File: config.mk
export PLATFORM = sky130hd
export DESIGN_NAME = nibble_frame_qualifier_flat
export DESIGN_NICKNAME = d
export VERILOG_FILES = /design/src/rtl/nibble_frame_qualifier_pkg.sv /design/src/rtl/nibble_frame_qualifier_if.sv /design/src/rtl/nibble_frame_qualifier_gap_timer.sv /design/src/rtl/nibble_frame_qualifier.sv /design/src/flat_wrapper.sv
export SDC_FILE = /design/constraint.sdc
export NUM_CORES = 1
export LEC_CHECK = 0
export CORE_UTILIZATION = 40
export CTS_CLUSTER_SIZE = 28
export DETAILED_ROUTE_END_ITERATION = 10
export PLACE_DENSITY_LB_ADDON = 0.3
export REMOVE_ABC_BUFFERS = 1
export SLEW_MARGIN = 20
export SYNTH_ARGS = -nofsm -noshare
export SYNTH_HDL_FRONTEND = slang
export SYNTH_SLANG_ARGS = --single-unit
File: constraint.sdc
create_clock -name clk -period 1.3 [get_ports clk]
set_input_delay 0.195 -clock clk [delete_from_list [all_inputs] [get_ports clk]]
set_output_delay 0.195 -clock clk [all_outputs]
set_load 0.02 [all_outputs]
File: src/rtl/nibble_frame_qualifier_pkg.sv
// Shared types and constants for the nibble frame qualifier: FSM encoding,
// qualifier bit positions and a helper that packs the individual check results.
package nibq_pkg;

   typedef enum logic [2:0] {
      IDLE    = 3'd0,
      DATA    = 3'd1,
      PARITY  = 3'd2,
      STOP    = 3'd3,
      PRESENT = 3'd4
   } nibq_state_e;

   localparam int QUAL_W  = 6;

   localparam int Q_OK    = 0;
   localparam int Q_NORST = 1;
   localparam int Q_NOGAP = 2;
   localparam int Q_PAR   = 3;
   localparam int Q_STOP  = 4;
   localparam int Q_NOOVR = 5;

   function automatic logic [QUAL_W-1:0] pack_qual(
      input logic ok,
      input logic norst,
      input logic nogap,
      input logic par,
      input logic stop,
      input logic noovr
   );
      logic [QUAL_W-1:0] q;
      q          = '0;
      q[Q_OK]    = ok;
      q[Q_NORST] = norst;
      q[Q_NOGAP] = nogap;
      q[Q_PAR]   = par;
      q[Q_STOP]  = stop;
      q[Q_NOOVR] = noovr;
      return q;
   endfunction

endpackage

File: src/rtl/nibble_frame_qualifier_if.sv
// Serial-in / word-out bundle of the nibble frame qualifier.
// The slave modport is the qualifier itself; the master side drives the serial bits and consumes words.
interface nibble_frame_qualifier_if
   import nibq_pkg::*;
#(
   parameter int DATA_W = 4
);

   logic                frame_start;
   logic                ser_valid;
   logic                ser_in;
   logic                ok_in;
   logic                out_ready;
   logic                out_valid;
   logic [0:DATA_W-1]   data_out;
   logic [QUAL_W-1:0]   qual_out;

   modport slave (
      input  frame_start,
      input  ser_valid,
      input  ser_in,
      input  ok_in,
      input  out_ready,
      output out_valid,
      output data_out,
      output qual_out
   );

   modport master (
      output frame_start,
      output ser_valid,
      output ser_in,
      output ok_in,
      output out_ready,
      input  out_valid,
      input  data_out,
      input  qual_out
   );

endinterface

File: src/rtl/nibble_frame_qualifier_gap_timer.sv
// Counts consecutive idle cycles inside a frame; pulses timeout on the idle cycle
// that exceeds MAX_GAP. The count saturates at MAX_GAP+1 and never wraps.
module gap_timer #(
   parameter int MAX_GAP = 7
) (
   input  logic clk,
   input  logic rst,
   input  logic clear,
   input  logic tick,
   output logic timeout
);

   localparam int            CW  = $clog2(MAX_GAP + 2);
   localparam logic [CW-1:0] SAT = CW'(MAX_GAP + 1);
   localparam logic [CW-1:0] LIM = CW'(MAX_GAP);

   logic [CW-1:0] count_q;
   logic [CW-1:0] count_d;

   always_comb begin
      count_d = count_q;
      if (clear) begin
         count_d = '0;
      end else if (tick && (count_q != SAT)) begin
         count_d = count_q + CW'(1);
      end
   end

   // count_q already holds MAX_GAP idles, so this tick is the one that overflows the budget
   assign timeout = tick && !clear && (count_q >= LIM);

   always_ff @(posedge clk or posedge rst) begin
      if (rst) begin
         count_q <= '0;
      end else begin
         count_q <= count_d;
      end
   end

endmodule

File: src/rtl/nibble_frame_qualifier.sv
// Assembles start/data/parity/stop serial frames into a nibble plus a 6-bit
// qualifier vector (1 = check passed) for the downstream error-substitution stage.
//
//   state   | meaning
//   --------+---------------------------------------------------------------
//   IDLE    | waiting for frame_start&ser_valid (that cycle carries bit 0)
//   DATA    | collecting data bits 1..DATA_W-1
//   PARITY  | waiting for the parity bit
//   STOP    | waiting for the stop bit
//   PRESENT | word on the outputs, held until out_valid&out_ready
module nibble_frame_qualifier
   import nibq_pkg::*;
#(
   parameter int DATA_W  = 4,
   parameter int MAX_GAP = 7
) (
   input  logic clk,
   input  logic rst,
   nibble_frame_qualifier_if.slave bus
);

   localparam int               CNT_W    = (DATA_W > 1) ? $clog2(DATA_W) : 1;
   localparam logic [CNT_W-1:0] LAST_BIT = CNT_W'(DATA_W - 1);

   nibq_state_e         state_q,     state_d;
   logic [CNT_W-1:0]    bit_cnt_q,   bit_cnt_d;
   logic [0:DATA_W-1]   data_q,      data_d;
   logic                par_acc_q,   par_acc_d;
   logic                par_bit_q,   par_bit_d;
   logic                ok_acc_q,    ok_acc_d;
   logic                restart_q,   restart_d;
   logic                ovr_q,       ovr_d;
   logic [QUAL_W-1:0]   qual_q,      qual_d;

   logic start_v;
   logic in_frame;
   logic present;
   logic handshake;
   logic load_first;
   logic gap_clear;
   logic gap_tick;
   logic gap_timeout;

   assign start_v   = bus.frame_start & bus.ser_valid;
   assign in_frame  = (state_q == DATA) || (state_q == PARITY) || (state_q == STOP);
   assign present   = (state_q == PRESENT);
   assign handshake = present & bus.out_ready;
   assign gap_clear = !in_frame || bus.ser_valid;
   assign gap_tick  = in_frame && !bus.ser_valid;

   gap_timer #(
      .MAX_GAP (MAX_GAP)
   ) u_gap_timer (
      .clk     (clk),
      .rst     (rst),
      .clear   (gap_clear),
      .tick    (gap_tick),
      .timeout (gap_timeout)
   );

   always_comb begin
      state_d    = state_q;
      bit_cnt_d  = bit_cnt_q;
      data_d     = data_q;
      par_acc_d  = par_acc_q;
      par_bit_d  = par_bit_q;
      ok_acc_d   = ok_acc_q;
      restart_d  = restart_q;
      ovr_d      = ovr_q;
      qual_d     = qual_q;
      load_first = 1'b0;

      case (state_q)
         IDLE: begin
            if (start_v) begin
               load_first = 1'b1;
               restart_d  = 1'b0;
            end
         end

         DATA, PARITY, STOP: begin
            if (start_v) begin
               load_first = 1'b1;
               restart_d  = 1'b1;
            end else if (bus.ser_valid) begin
               ok_acc_d = ok_acc_q & bus.ok_in;
               case (state_q)
                  DATA: begin
                     data_d[bit_cnt_q] = bus.ser_in;
                     par_acc_d         = par_acc_q ^ bus.ser_in;
                     if (bit_cnt_q == LAST_BIT) begin
                        state_d = PARITY;
                     end else begin
                        bit_cnt_d = bit_cnt_q + CNT_W'(1);
                     end
                  end
                  PARITY: begin
                     par_bit_d = bus.ser_in;
                     state_d   = STOP;
                  end
                  default: begin
                     qual_d  = pack_qual(ok_acc_q & bus.ok_in, !restart_q, 1'b1,
                                         par_bit_q == par_acc_q, bus.ser_in, !ovr_q);
                     state_d = PRESENT;
                  end
               endcase
            end else if (gap_timeout) begin
               // bits never received stay 0 from the frame-entry clear
               qual_d  = pack_qual(ok_acc_q, !restart_q, 1'b0, 1'b0, 1'b0, !ovr_q);
               state_d = PRESENT;
            end
         end

         PRESENT: begin
            if (handshake) begin
               // only the word that reported the overrun retires the sticky flag
               if (!qual_q[Q_NOOVR]) begin
                  ovr_d = 1'b0;
               end
               if (start_v) begin
                  load_first = 1'b1;
                  restart_d  = 1'b0;
               end else begin
                  state_d = IDLE;
               end
            end else if (start_v) begin
               ovr_d = 1'b1;
            end
         end

         default: begin
            state_d = IDLE;
         end
      endcase

      if (load_first) begin
         state_d   = DATA;
         bit_cnt_d = CNT_W'(1);
         data_d    = '0;
         data_d[0] = bus.ser_in;
         par_acc_d = bus.ser_in;
         par_bit_d = 1'b0;
         ok_acc_d  = bus.ok_in;
      end
   end

   always_ff @(posedge clk or posedge rst) begin
      if (rst) begin
         state_q   <= IDLE;
         bit_cnt_q <= '0;
         data_q    <= '0;
         par_acc_q <= 1'b0;
         par_bit_q <= 1'b0;
         ok_acc_q  <= 1'b0;
         restart_q <= 1'b0;
         ovr_q     <= 1'b0;
         qual_q    <= '0;
      end else begin
         state_q   <= state_d;
         bit_cnt_q <= bit_cnt_d;
         data_q    <= data_d;
         par_acc_q <= par_acc_d;
         par_bit_q <= par_bit_d;
         ok_acc_q  <= ok_acc_d;
         restart_q <= restart_d;
         ovr_q     <= ovr_d;
         qual_q    <= qual_d;
      end
   end

   always_comb begin
      bus.out_valid = present;
      bus.data_out  = present ? data_q : '0;
      bus.qual_out  = present ? qual_q : '0;
   end

endmodule
File: src/flat_wrapper.sv
// flat-port wrapper written by rule: the top's interface ports become plain ports
module nibble_frame_qualifier_flat import nibq_pkg::*;
#(
   parameter int DATA_W  = 4,
   parameter int MAX_GAP = 7
)
  (clk, rst, bus_frame_start, bus_ser_valid, bus_ser_in, bus_ok_in, bus_out_ready, bus_out_valid, bus_data_out, bus_qual_out);
  nibble_frame_qualifier_if #(.DATA_W(DATA_W)) bus_i ();
  input  logic clk;
  input  logic rst;
  input wire logic [$bits(bus_i.frame_start)-1:0] bus_frame_start;
  input wire logic [$bits(bus_i.ser_valid)-1:0] bus_ser_valid;
  input wire logic [$bits(bus_i.ser_in)-1:0] bus_ser_in;
  input wire logic [$bits(bus_i.ok_in)-1:0] bus_ok_in;
  input wire logic [$bits(bus_i.out_ready)-1:0] bus_out_ready;
  output wire logic [$bits(bus_i.out_valid)-1:0] bus_out_valid;
  output wire logic [$bits(bus_i.data_out)-1:0] bus_data_out;
  output wire logic [$bits(bus_i.qual_out)-1:0] bus_qual_out;
  assign bus_i.frame_start = bus_frame_start;
  assign bus_i.ser_valid = bus_ser_valid;
  assign bus_i.ser_in = bus_ser_in;
  assign bus_i.ok_in = bus_ok_in;
  assign bus_i.out_ready = bus_out_ready;
  assign bus_out_valid = bus_i.out_valid;
  assign bus_data_out = bus_i.data_out;
  assign bus_qual_out = bus_i.qual_out;
  nibble_frame_qualifier #(.DATA_W(DATA_W), .MAX_GAP(MAX_GAP)) u_core (.clk(clk), .rst(rst), .bus(bus_i));
endmodule
==> impl.org <==
** Outcome
- The flow ran to the end, but the final reports show violations.
- The checks that failed: setup timing.

** Worst hold path
- The worst hold path belongs to the class in -> async.

** Power
- The share of total power dissipated in sequential elements is between 30 and 40%.
- Leakage :: 0.994 nW
- The analysis attributes to net switching a power of roughly 1.2 mW.
- The share of total power dissipated in combinational logic is between 50% and 60%.
- Power after layout :: ~3.2 mW
- Power per standard cell area :: between 1000 and 1500 mW/mm^2
- In this run, the clock network consumes between 10% and 20% of the power.
- Internal power comes to approximately 2.0 mW.
- Peak VDD IR :: between 0.6 and 0.7 mV
- Net switching is a little under two fifths of the power.

** Floorplan
- Die area :: roughly 0.0037 mm^2
- Die Y-Extent :: between 60 and 70 um
- Core ar. :: approximately 0.0033 mm^2
- Number of ports placed on the die boundary :: 18
- Initial core utilization :: 41.7%
- Horiz. Die Dim :: roughly 61 um
- The floorplan has 21 rows.

** Placed design
- Placed wire-length estimate after detailed placement :: about 2400 um
- Last weighted congestion value of the routability-driven placer :: between 0.8 and 0.9
- OpenSTA, run right after detailed placement, puts the worst setup slack at -0.491 ns.
- During placement, the flow inserted port buffers numbering 17.
- Summing all placed instances gives a cell area of ~0.0018 mm^2.
- Cells after DPL :: 231

** STA
- The final count of hold timing violations came to 0.
- Setup violations remaining at the end of the flow were counted as 33.
- Hold timing on the final database bottoms out at a slack of a little under 0.2 ns.
- FMAX :: about 630 MHz
- Clock Skews :: 0.00480 ns
- Worst-Margin Slew :: about 0.39 ns
- In the finished design, the share of the clock period the worst path needs comes to 122%.
- Setup repair after global routing could not meet its margin everywhere.
- Relative slew margins :: roughly three quarters
- Final worst-path setup slack :: -0.287 ns
- Setup total negative slack on the finished layout was measured at -5.69 ns.
- Max Transition Viols Final :: 0
- Subtracting the final worst setup slack from the clock period gives between 1.5 and 2 ns.

** Global route
- GRT overflow :: 0
- The via count of the first global-routing pass is around 1.2k.
- Entering global routing, the biggest net connects 25 pins.
- Global-route usage over all layers :: roughly a fifth
- Antenna violations before repair :: 0
- The first global-routing pass estimated ~5500 um of wire.

** Setup path
- The largest individual stage delay along the critical path comes from the cell sky130_fd_sc_hd__dfrtp_1.
- The worst setup path is launched from a flop.
- Along the worst path, the maximum fanout reaches 5.
- Biggest cell delay along the critical path :: between 0.4 and 0.5 ns
- Path type of the worst setup path :: reg -> out
- Most Frequent Cell on Critical Path :: sky130_fd_sc_hd__buf_6
- The critical path goes through nor2_4 -> buf_6 -> and3_4 -> buf_6.
- For the worst setup path, the data required time is around 1.1 ns.
- Data arrival time of the critical path :: around 1.4 ns
- The worst setup path is captured at an output port.

** Routing
- Top layer in use :: met4
- Per-cell routed wire length :: 14.9 um
- Average vias per placed instance :: 5.24
- Detailed-router iteration count before antenna repair :: 4
- Summed over all nets, wire length on met2 after detailed routing comes to between 1500 and 2000 um.
- Detailed routing inserted a total of approximately 1.3k vias.
- Drt first-iter violations :: 33
- Total Routed Length :: 3660 um
- Sum of routed wire segments on met1 :: approximately 1500 um
- The count of nets left with antenna violations once routing finished came out at 0.
- Met3 Routed Length :: roughly 71 um
- In the routed design, unresolved DRC markers number 0.

** Final layout
- Most common cell after layout, fill and taps aside :: sky130_fd_sc_hd__buf_4
- Summing all non-filler instances in the final layout gives an area of 0.00218 mm^2.
- Share of final-layout standard cells stronger than drive strength 1 :: a little over half
- Antenna diode instance count :: 0
- The layout has 255 filler cells.
- Final core utilization :: 65.4%
- Compared with the post-synthesis result, the final layout area differs by 57.1%.
- Leaving out filler cells and counting taps, the final layout contains 246.
- Total number of nets in the final design :: ~210
- Most used cells in the layout excluding fill and tap cells :: sky130_fd_sc_hd__buf_4 (29), sky130_fd_sc_hd__dfrtp_1 (23), sky130_fd_sc_hd__buf_6 (22)

** Clocking
- Clock input transition at the sequential cells of the worst setup and hold paths :: about 0.14 ns
- Latest clock arrival within the worst-skew pair :: about 0.32 ns
- Counting every sink on the clock net gives 24.
- Worst-case clock buffer depth :: 2
- In this run, post-CTS hold repair placed 0 buffers.
- In this run the number of H-tree levels came out at 1.
- TritonCTS built the clock tree.
- Number of clock buffers inserted by TritonCTS :: 3
- CTS root buffer :: sky130_fd_sc_hd__clkbuf_4

** Synthesis
- Flip-flop and latch count after synthesis :: 24
- Cell count after synthesis :: approximately 150
- For this run, asynchronously set or reset flops after synthesis account for 100%.
- Most instantiated flip-flop cell in the synthesis netlist :: sky130_fd_sc_hd__dfrtp_1
- The number of different library cells used by synthesis comes to 38.
- The synthesized design contains 0 enable-type register cells.
- Of the synthesized area, sequential elements account for 43.2%.
- During synthesis, Yosys emitted a total of 0 warnings.
- Avg Synthesized Cell Area :: 9.46 um^2
- Synthesized cell area :: between 0.001 and 0.0015 mm^2

** Run
- Max-cap violations in this run came to 0.
[Yosys cell counts (3+ instances only)]
| cell type | n | area, um^2 |
|---|---|---|
| sky130_fd_sc_hd__nand3_1 | 5 | 25.0 |
| sky130_fd_sc_hd__inv_1 | 11 | 41.3 |
| sky130_fd_sc_hd__nor2_1 | 15 | 56.3 |
| sky130_fd_sc_hd__and3_1 | 7 | 43.8 |
| sky130_fd_sc_hd__buf_6 | 3 | 33.8 |
| sky130_fd_sc_hd__mux2i_1 | 5 | 50.1 |
| sky130_fd_sc_hd__nand2_1 | 16 | 60.1 |
| sky130_fd_sc_hd__a21oi_1 | 9 | 45.0 |
| sky130_fd_sc_hd__o21ai_0 | 7 | 35.0 |
| sky130_fd_sc_hd__nor3_1 | 5 | 25.0 |
| sky130_fd_sc_hd__dfrtp_1 | 24 | 601 |
| sky130_fd_sc_hd__a22o_1 | 3 | 26.3 |
| sky130_fd_sc_hd__ha_1 | 6 | 75.1 |
| sky130_fd_sc_hd__xnor2_1 | 3 | 26.3 |
[cell type report]
type / count / area [um^2] / area share, %
multi-input combinational: 104 / 920 / 42.1
sequential: 24 / 602 / 27.6
timing repair buffer: 57 / 524 / 24.0
tap: 46 / 57.6 / 2.64
inverter: 11 / 43.8 / 2.01
clock buffer: 4 / 36.3 / 1.66
[power by group through the flow]
stage | logic (mW) | clock network [mW] | registers, mW
after floorplan | 0.651 | 0 | 1.12
after global placement | 1.11 | 0 | 1.11
after detailed placement | 1.15 | 0 | 1.12
after CTS | 1.42 | 0.415 | 1.13
after global routing | 1.78 | 0.465 | 1.18
final | 1.64 | 0.409 | 1.15
[kinds of logic after synthesis]
group | Yosys count | synth area share, %
buffers and inverters | 19 | 7.38
and+or+nand+nor | 57 | 21.2
DFF | 24 | 43.2
muxes | 7 | 5.49
adders and majority gates | 6 | 5.40
xor gates and xnor gates | 4 | 2.52
AOI/OAI and AO/OA | 30 | 14.9
[per-layer routing]
metal | up-vias | GRT usage (%)
met4 | 0 | 6.17
met2 | 23 | 38.3
met3 | 6 | 2.13
met1 | 655 | 22.8
met5 | - | 0
li1 | 606 | -
[sequential cells by signal (all words and copies together) (netlist names)]
| name | count |
|---|---|
| u_core.par_acc_q | 1 |
| u_core.u_gap_timer.count_q | 4 |
| u_core.bit_cnt_q | 2 |
| u_core.ok_acc_q | 1 |
| u_core.par_bit_q | 1 |
| u_core.data_q | 4 |
| u_core.ovr_q | 1 |
| u_core.restart_q | 1 |
| u_core.qual_q | 6 |
| u_core.state_q | 3 |
[repair_timing]
action / 4_1_cts / 5_1_grt
setup endpoints to repair: 30 / 34
setup buffers: 6 / 7
hold endpoints to repair: 0 / 0
cloned: 0 / 0
resized for setup: 106 / 33
pin swaps: 19 / 22
[worst paths after layout]
check | startpoint | endpoint | slack (ns) | cells after the start
max | u_core.state_q[1]$_DFFE_PP0P_ | bus_data_out[0] | -0.29 | 4
max reg2reg | u_core.state_q[2]$_DFFE_PP0P_ | u_core.bit_cnt_q[1]$_DFFE_PP0P_ | -0.25 | 5
min reg2reg | u_core.ovr_q$_DFFE_PP0P_ | u_core.qual_q[5]$_DFFE_PP0P_ | 0.51 | 1
min in group clk | u_core.ovr_q$_DFFE_PP0P_ | u_core.qual_q[5]$_DFFE_PP0P_ | 0.51 | 1
max in group asynchronous | rst | u_core.state_q[2]$_DFFE_PP0P_ | 0.84 | 3
min | rst | u_core.u_gap_timer.count_q[1]$_DFFE_PP0P_ | 0.20 | 3
[worst max-delay path, delay by kind of cell, from the launching register on]
kind	cells	cell delay, ns
buffers and inverters	2	0.25
and+or+nand+nor	2	0.38
DFF	1	0.44
(Power assumes the default switching activity.)
